**src/rtl/desc_pkg.sv**
```systemverilog
// Shared definitions for the descriptor fetch engine.
//   descriptor_t            : packed descriptor as stored in descriptor memory
//                             {src_address[15:0], dst_address[15:0], payload_ptr[31:0]}
//   NUM_DESCRIPTORS_DEFAULT : default number of descriptor slots
//   fetch_state_e           : fetch FSM state encoding
package desc_pkg;

   localparam int unsigned NUM_DESCRIPTORS_DEFAULT = 16;

   typedef struct packed {
      logic [15:0] src_address;
      logic [15:0] dst_address;
      logic [31:0] payload_ptr;
   } descriptor_t;

   typedef enum logic [2:0] {
      ST_IDLE,
      ST_READ,
      ST_WAIT,
      ST_PRESENT,
      ST_DONE
   } fetch_state_e;

endpackage

```
**src/rtl/descriptor_fetch.sv**
```systemverilog
// Descriptor fetch engine: reads a run of consecutive descriptor slots
// (wrapping at NUM_DESCRIPTORS) from a synchronous-read memory and presents
// each one downstream with a valid/ready handshake.
//
// Ports
//   clk_i, rst_i            : clock, synchronous active-high reset
//   start_i                 : one-cycle run request (ignored while busy_o)
//   first_idx_i, count_i    : first slot and descriptor count (clamped)
//   busy_o, done_o          : run active / one-cycle end-of-run pulse
//   mem_addr_o, mem_rd_en_o : memory slot address and read strobe
//   mem_*_i                 : memory read data, valid one cycle after strobe
//   desc_valid_o/ready_i    : downstream handshake
//   desc_*_o, desc_idx_o    : registered descriptor fields and slot index
module descriptor_fetch
   import desc_pkg::*;
#(
   parameter int unsigned NUM_DESCRIPTORS = NUM_DESCRIPTORS_DEFAULT,
   parameter int unsigned IDX_W           = $clog2(NUM_DESCRIPTORS)
) (
   input  logic             clk_i,
   input  logic             rst_i,
   input  logic             start_i,
   input  logic [IDX_W-1:0] first_idx_i,
   input  logic [IDX_W:0]   count_i,
   output logic             busy_o,
   output logic             done_o,
   output logic [IDX_W-1:0] mem_addr_o,
   output logic             mem_rd_en_o,
   input  logic [15:0]      mem_src_address_i,
   input  logic [15:0]      mem_dst_address_i,
   input  logic [31:0]      mem_payload_ptr_i,
   output logic             desc_valid_o,
   input  logic             desc_ready_i,
   output logic [15:0]      desc_src_address_o,
   output logic [15:0]      desc_dst_address_o,
   output logic [31:0]      desc_payload_ptr_o,
   output logic [IDX_W-1:0] desc_idx_o
);

   localparam logic [IDX_W:0]   CNT_MAX  = (IDX_W+1)'(NUM_DESCRIPTORS);
   localparam logic [IDX_W:0]   CNT_ONE  = (IDX_W+1)'(1);
   localparam logic [IDX_W-1:0] IDX_LAST = IDX_W'(NUM_DESCRIPTORS - 1);

   fetch_state_e     state_q, state_d;
   logic [IDX_W-1:0] cur_idx_q, cur_idx_d;
   logic [IDX_W:0]   remaining_q, remaining_d;
   logic [IDX_W-1:0] mem_addr_q, mem_addr_d;
   descriptor_t      desc_q, desc_d;
   logic [IDX_W-1:0] desc_idx_q, desc_idx_d;

   logic [IDX_W:0]   count_clamped;
   logic [IDX_W-1:0] next_idx;

   assign count_clamped = (count_i > CNT_MAX) ? CNT_MAX : count_i;
   // Explicit wrap so non-power-of-two slot counts also return to slot 0.
   assign next_idx      = (cur_idx_q == IDX_LAST) ? '0 : cur_idx_q + IDX_W'(1);

   always_ff @(posedge clk_i) begin
      if (rst_i) begin
         state_q     <= ST_IDLE;
         cur_idx_q   <= '0;
         remaining_q <= '0;
         mem_addr_q  <= '0;
         desc_q      <= '0;
         desc_idx_q  <= '0;
      end else begin
         state_q     <= state_d;
         cur_idx_q   <= cur_idx_d;
         remaining_q <= remaining_d;
         mem_addr_q  <= mem_addr_d;
         desc_q      <= desc_d;
         desc_idx_q  <= desc_idx_d;
      end
   end

   always_comb begin
      state_d     = state_q;
      cur_idx_d   = cur_idx_q;
      remaining_d = remaining_q;
      mem_addr_d  = mem_addr_q;
      desc_d      = desc_q;
      desc_idx_d  = desc_idx_q;

      unique case (state_q)
         ST_IDLE: begin
            if (start_i) begin
               if (count_i == '0) begin
                  state_d = ST_DONE;
               end else begin
                  cur_idx_d   = first_idx_i;
                  remaining_d = count_clamped;
                  // Address register is loaded on entry to READ so it is
                  // already valid during the strobe cycle and holds afterwards.
                  mem_addr_d  = first_idx_i;
                  state_d     = ST_READ;
               end
            end
         end
         ST_READ: begin
            state_d = ST_WAIT;
         end
         ST_WAIT: begin
            desc_d.src_address = mem_src_address_i;
            desc_d.dst_address = mem_dst_address_i;
            desc_d.payload_ptr = mem_payload_ptr_i;
            desc_idx_d         = cur_idx_q;
            state_d            = ST_PRESENT;
         end
         ST_PRESENT: begin
            if (desc_ready_i) begin
               remaining_d = remaining_q - CNT_ONE;
               cur_idx_d   = next_idx;
               if (remaining_q == CNT_ONE) begin
                  state_d = ST_DONE;
               end else begin
                  mem_addr_d = next_idx;
                  state_d    = ST_READ;
               end
            end
         end
         ST_DONE: begin
            state_d = ST_IDLE;
         end
         default: begin
            state_d = ST_IDLE;
         end
      endcase
   end

   assign busy_o             = (state_q != ST_IDLE);
   assign done_o             = (state_q == ST_DONE);
   assign mem_rd_en_o        = (state_q == ST_READ);
   assign desc_valid_o       = (state_q == ST_PRESENT);
   assign mem_addr_o         = mem_addr_q;
   assign desc_src_address_o = desc_q.src_address;
   assign desc_dst_address_o = desc_q.dst_address;
   assign desc_payload_ptr_o = desc_q.payload_ptr;
   assign desc_idx_o         = desc_idx_q;

endmodule

```
**config.mk**
```make
export PLATFORM = sky130hd
export DESIGN_NAME = descriptor_fetch
export DESIGN_NICKNAME = d
export VERILOG_FILES = /design/src/rtl/desc_pkg.sv /design/src/rtl/descriptor_fetch.sv
export SDC_FILE = /design/constraint.sdc
export NUM_CORES = 1
export LEC_CHECK = 0
export ABC_CLOCK_PERIOD_IN_PS = 1600
export CAP_MARGIN = 20
export CORE_MARGIN = 3
export CORE_UTILIZATION = 37
export DETAILED_ROUTE_END_ITERATION = 10
export HOLD_SLACK_MARGIN = 0.02
export MAX_ROUTING_LAYER = met4
export PLACE_DENSITY = 0.82
export SETUP_SLACK_MARGIN = 0.05
export SLEW_MARGIN = 20
export SYNTH_ARGS = -nofsm -noshare
export SYNTH_HDL_FRONTEND = slang
export SYNTH_SLANG_ARGS = --single-unit
```
**constraint.sdc**
```tcl
create_clock -name clk_i -period 1.6 [get_ports clk_i]
set_input_delay 0.32 -clock clk_i [delete_from_list [all_inputs] [get_ports clk_i]]
set_output_delay 0.32 -clock clk_i [all_outputs]
set_load 0.02 [all_outputs]
```
==> reports/qor.txt <==
Status: completed
CP max-delay cell: or4_4
Core area: 8464 µm²
Starting Density: 0.3929
Fraction of registers with async set/reset: 0
Count leader, synth: nand2_1
Drc violations: 0
Routed WL per cell: 14.96 µm
Syn_area_per_cell: 7.956 µm²
Via density: 5.000
Unique cell type count in the Yosys netlist: 46
DP Wirelength: 7353 µm
Dominant cell type by area after synthesis: dfxtp_1
Crit path max fanout: 4
Row cnt: 33
Post-synthesis instance area: 3326 µm²
Tightest hold margin: 0.3069 ns
H-Tree Depth: 3
Worst Skew: 0.01093 ns
Most used DFF post-synth: dfxtp_1
Worst setup margin: 0.01473 ns
Worst path max stage delay: 0.52 ns
Drt pass-1 iters: 4
Total vias in the final route: 3460
Worst R2R Path Depth: 6
CTS max path bufs: 2
Syn Inst Count: 418
Static leakage: 2.319 nW
Die ar.: 10160 µm²
Die width: 100.8 µm
Placement Setup Slack: -0.5854 ns
Startpoint types: input port
EDFF count, synth: 0
Shortest period the worst path allows: 1.585 ns
Final Max Slew Viols: 0
WP data required: 1.83 ns
Critical Path AT: 1.81 ns
FMAX: 630.8 MHz
Fill count: 750
Largest net degree at the start of global routing: 59
Syn nets: 498
GRT Total Usage: 0.1989
Final setup fails: 0
Post-synth top cells: nand2_1, dfxtp_1, a21oi_1
Max cap viols: 0
Clock sink count: 84
Die Height: 100.8 µm
Crit path kind: input port to flop
RSZ-0062 raised after global routing: yes
Port bufs: 152
Reg clk slew, reported paths: 0.08 ns
Setup crit end kind: flop
Post-synth top area share: 0.5056
Antenna violations before repair: 1
Hold/Removal Path Class: input port to flop
Vias in the first global route: 3392
Ratio of cells with drive above 1 in the final layout: 0.1468
Crit path cell chain: dlygate4sd2_1 -> or4_4 -> o211ai_1 -> buf_4 -> a2111oi_2 -> a31o_2
Worst hold path depth: 2
TritonCTS Buffers: 9
Number of synthesized register bits: 84
Clk root buf: clkbuf_8
Synth area leaders: dfxtp_1, nand2_1, a21oi_1, clkbuf_1, buf_2
Slew @ Worst Pin: 0.5801 ns
IO Pins: 153
GP Congestion: 0.8779
PwrDens: 1040 nW/µm²
# hold bufs at CTS: 0
Final number of hold-violating endpoints: 0
Peak supply drop: 518.8 µV
Post-DRT Antenna Nets: 0
CTS tree: built
Nets: 663
Area delta synth->final: 61.44%
First-pass GRT wire length: 15970 µm
Max_slew headroom: 0.6133
Seq/Total Area, Yosys: 0.5056
Worst-skew pair later-pin latency: 0.33 ns
1st-iter DRT viols: 112
Final worst-path cycle share: 0.9908
GRT overflow: 0
Yosys Warn Count: 0
Wirelength, routed: 10350 µm
==> worst max-delay path: cells and delay by family <==
family,cells,cell delay [ns]
AOI/OAI and AO/OA,3,0.53
buffers and inverters,2,0.44
and+or+nand+nor,1,0.52
==> flip-flops by register name (all words and copies together) (netlist names) <==
name                flops
cur_idx_q               4
desc_dst_address_o     16
desc_idx_o              4
desc_payload_ptr_o     32
desc_src_address_o     16
mem_addr_o              4
remaining_q             5
state_q                 3
==> stage by stage <==
step / instances / area [µm²] / total power [mW] / util / setup TNS (ns)
2_1_floorplan: 418 / 3337 / 3.212 / - / -0.4081
4_1_cts: 689 / 5285 / 5.566 / 0.6244 / 0
5_1_grt: 692 / 5369 / 5.892 / 0.6343 / -0.07560
6_report: 692 / 5369 / 5.582 / 0.6343 / 0
3_5_place_dp: 672 / 5111 / 4.011 / 0.6038 / -6.925
3_3_place_gp: 672 / 5111 / 3.971 / 0.6038 / -6.370
==> final cells by class <==
type | instances | area, µm² | share of cell area
Timing Repair Buffer | 185 | 1734 | 0.3230
Inverter | 8 | 30.03 | 0.005593
Sequential cell | 84 | 1689 | 0.3146
Multi-Input combinational cell | 295 | 1570 | 0.2925
Clock buffer | 10 | 137.6 | 0.02564
Tap cell | 105 | 131.4 | 0.02447
Antenna cell | 1 | 2.502 | 0.0004661
Clock inverter | 4 | 73.82 | 0.01375
==> layer usage <==
metal | part of all wire | vias to the layer above | wire [µm] | GRT usage
met2 | 0.50 | 120 | 5180 | 0.3276
met3 | 0.074 | 11 | 762 | 0.03945
met5 | 0 | - | 0 | -
met4 | 0.010 | 0 | 106 | 0.06425
met1 | 0.42 | 1589 | 4300 | 0.2444
li1 | - | 1740 | - | -
==> cells by family (layout without fill, tap and decap cells) <==
group | count (synthesis) | in the layout | share of synthesized area
other | 0 | 1 | 0
flip-flops | 84 | 84 | 0.5056
adder cells (fa/ha/maj) | 3 | 3 | 0.01129
multiplexers | 4 | 4 | 0.01242
AND/OR/NAND/NOR | 179 | 179 | 0.2231
XOR/XNOR | 1 | 1 | 0.002634
buffers and inverters | 39 | 207 | 0.04853
AO/OA/AOI/OAI | 108 | 108 | 0.1964
==> worst paths after layout <==
path | startpoint | endpoint | slack [ns]
setup / recovery | count_i[2] | mem_addr_o[2] | 0.01
hold / removal | rst_i | state_q[1] | 0.31
setup reg to reg | state_q[0] | mem_addr_o[1] | 0.02
hold reg to reg | desc_src_address_o[15] | desc_src_address_o[15] | 0.45
==> power breakdown <==
part           internal, mW  switching, mW
Sequential             2.28          0.117
Combinational         0.716          0.832
Clock                 0.909          0.723
==> placed cells by master (no fill, tap or decap), types with 4 or more instances in the layout <==
cell type,n
buf_12,4
clkdlybuf4s50_1,71
o21ai_0,4
buf_4,27
a21oi_1,77
clkbuf_8,10
dlygate4sd2_1,74
nor3_1,8
dfxtp_1,78
nand2_1,143
dfxtp_2,6
nor2_1,5
inv_1,4
==> timing repair <==
item | 4_1_cts | 5_1_grt
endpoints found under the setup margin | 91 | 21
cloned | 0 | 1
pin swaps | 5 | 5
endpoints found under the hold margin | 0 | 0
setup buffers | 3 | 1
resized for setup | 102 | 24
No activity file was read; power rests on OpenSTA's default activity.
==> RTL change: new RTL, config.mk and constraints unchanged <==
The 5 states of `fetch_state_e` get a Gray code encoding in 3 bits.
--- a/src/rtl/desc_pkg.sv
+++ b/src/rtl/desc_pkg.sv
@@ -14,11 +14,11 @@
    } descriptor_t;
 
    typedef enum logic [2:0] {
-      ST_IDLE,
-      ST_READ,
-      ST_WAIT,
-      ST_PRESENT,
-      ST_DONE
+      ST_IDLE    = 3'b000,
+      ST_READ    = 3'b001,
+      ST_WAIT    = 3'b011,
+      ST_PRESENT = 3'b010,
+      ST_DONE    = 3'b110
    } fetch_state_e;
 
 endpackage
Formal check against the unedited RTL: same outputs for any inputs over 10 cycles, from zero or initial values and one cycle with rst_i high; not proved beyond that.
==> RTL change against the original RTL <==
- the flow now finishes with violations (negative setup slack)
- sequential cell count unchanged
- clock power down 7%
- routed wire length decreased by 1.7%
- core utilization decreased by 1.5 points
- area after synthesis is 0.34% higher
- clock skew down 0.0016 ns
- first-iteration DRC count decreased by 8.0%
- combinational power shrank 41%
- final area grew 0.58%
- global-route usage rose by 0.13 points
- setup slack got worse by 0.094 ns
- sequential share of layout area decreased by 0.23 points
- total power decreased by 16%
- critical path type is now flip-flop to flip-flop
- critical endpoint is now remaining_q[4]
==> RTL change: results (changes against the original RTL) <==
Worst Skew: 0.00937 ns (-0.00156 ns)
Slew HR: 76.9% (+16 points)
Setup TNS: -0.158 ns (-0.158 ns)
Area after DPL: 5070 um2 (-0.78%)
Mux cell area share after synthesis: 2.21% (+0.97 points)
DP Worst Slack: -0.437 ns (+0.149 ns)
Ant diodes: 0 (-1)
Antenna violations before repair: 0 (-1)
Dpl cells: 676 (+0.60%)
DP HPWL: 7260 um (-1.2%)
R2r worst-path depth: 7 (+1)
Failing checks: negative setup slack
Syn Inst Count: 422 (+0.96%)
Clock-pin transition on the worst setup and hold timing paths: 0.08 ns (about the same)
R2r endpoint: remaining_q[4]
Max reg flops: 32 (unchanged)
Layout cells sized above 1: 15.3% (+0.64 points)
Adder-Cell Fraction of Synth Area: 1.12% (-0.0038 points)
Cts bufs inserted: 9 (unchanged)
Syn_nets: 502 (+0.80%)
Pin count of the biggest net entering global routing: 69 (+17%)
Hold_sp: rst_i
Netlist cell types: 41 (-11%)
Top post-synthesis cells by area: dfxtp_1 (50%), nand2_1 (17%), a21oi_1 (12%), clkbuf_1 (2.9%), nor3_1 (1.6%)
Layout Nets: 669 (+0.90%)
Synth warn: 0 (unchanged)
CTS Buffer Depth: 2 (unchanged)
Detailed-route via count: 3545 (+2.5%)
Number of fill cells in the layout: 771 (+2.8%)
Crit path max fanout: 7 (+3)
Synth Area in XOR/XNOR: 0.262% (-0.00089 points)
Worst reg2reg startpoint: state_q[1]
Fraction of registers with async set or reset after synthesis: 0% (unchanged)
Switching share of power: 27.6% (-2.3 points)
Area fraction in compound gates after synthesis: 16.8% (-2.8 points)
Starting DRT DRC Count: 103 (-8.0%)
DRT Pass-1 Iters: 4 (unchanged)
Clk Latency, worst-skew pair: 0.34 ns
PnR worst setup slack: -0.0791 ns (-0.0939 ns)
WHS: 0.271 ns (-0.0354 ns)
Total Wirelength: 10200 um (-1.7%)
Endpoint with the worst hold slack: cur_idx_q[2]
Sequential share of the synthesized area: 50.4% (-0.17 points)
Final setup fails: 5 (+5)
Hold crit path type: input port to flip-flop
GRT Resource Usage Total: 20.0% (+0.13 points)
Main combinational cell family by area after synthesis: simple AND/OR/NAND/NOR gates
Avg WL per Cell: 14.5 um (-3.1%)
P_leak: 2.34 nW (+0.81%)
Status: complete, but fails checks
Vias in the first global route: 3399 (+0.21%)
Max VDD drop: 437 uV (-16%)
WP data arrival: 1.94 ns (+0.13 ns)
GP Congestion: 0.932 (+6.2%)
Most instantiated cells after synthesis: nand2_1 (148), dfxtp_1 (84), a21oi_1 (78), clkbuf_1 (26), nor3_1 (11)
==> RTL change: worst max-delay path by stage <==
| stage | start | to | slack, ns | depth (start not counted) |
|---|---|---|---|---|
| 2_1_floorplan | state_q[0] | cur_idx_q[2] | -0.05 | 8 |
| 3_3_place_gp | count_i[1] | remaining_q[2] | -0.39 | 6 |
| 3_5_place_dp | count_i[1] | remaining_q[2] | -0.44 | 6 |
| 4_1_cts | state_q[2] | busy_o | -0.05 | 3 |
| 5_1_grt | state_q[1] | remaining_q[4] | -0.17 | 6 |
| 6_report | state_q[1] | remaining_q[4] | -0.08 | 7 |
==> RTL change: cell type report <==
class / instances / area [um2] / area share [%]
clock inverters: 7 / 73.8 / 1.37
inverters: 7 / 31.3 / 0.579
repair buffers: 189 / 1760 / 32.6
well taps: 108 / 135 / 2.50
clock buffers: 9 / 124 / 2.29
multi-input cells: 298 / 1590 / 29.5
flip-flops and latches: 84 / 1690 / 31.2
==> RTL change: power groups by stage <==
stage	Combinational (W)	Sequential, W	Clock (W)
6_report	0.000920	0.00224	0.00151
5_1_grt	0.000995	0.00226	0.00163
4_1_cts	0.000895	0.00224	0.00156
3_5_place_dp	0.000878	0.00229	0
3_3_place_gp	0.000863	0.00228	0
2_1_floorplan	0.000349	0.00235	0
==> RTL change: critical path: stages (launching register included) <==
cell	delay, ns
dfxtp_2	0.36
or3b_4	0.42
clkinv_4	0.06
buf_6	0.12
buf_6	0.13
nand3_2	0.07
a211o_1	0.27
a21oi_1	0.17
==> RTL change: repair_timing <==
item / CTS / global route
pin swaps: 10 / 5
endpoints found under the setup margin: 91 / 19
gates cloned: 2 / 0
gates resized for setup: 130 / 12
setup buffers: 7 / 1
==> RTL change: per-layer routing <==
metal,wire (um),track usage [%]
met3,722,3.74
met2,5060,33.4
met1,4200,24.1
met4,189,7.16
met5,0,-
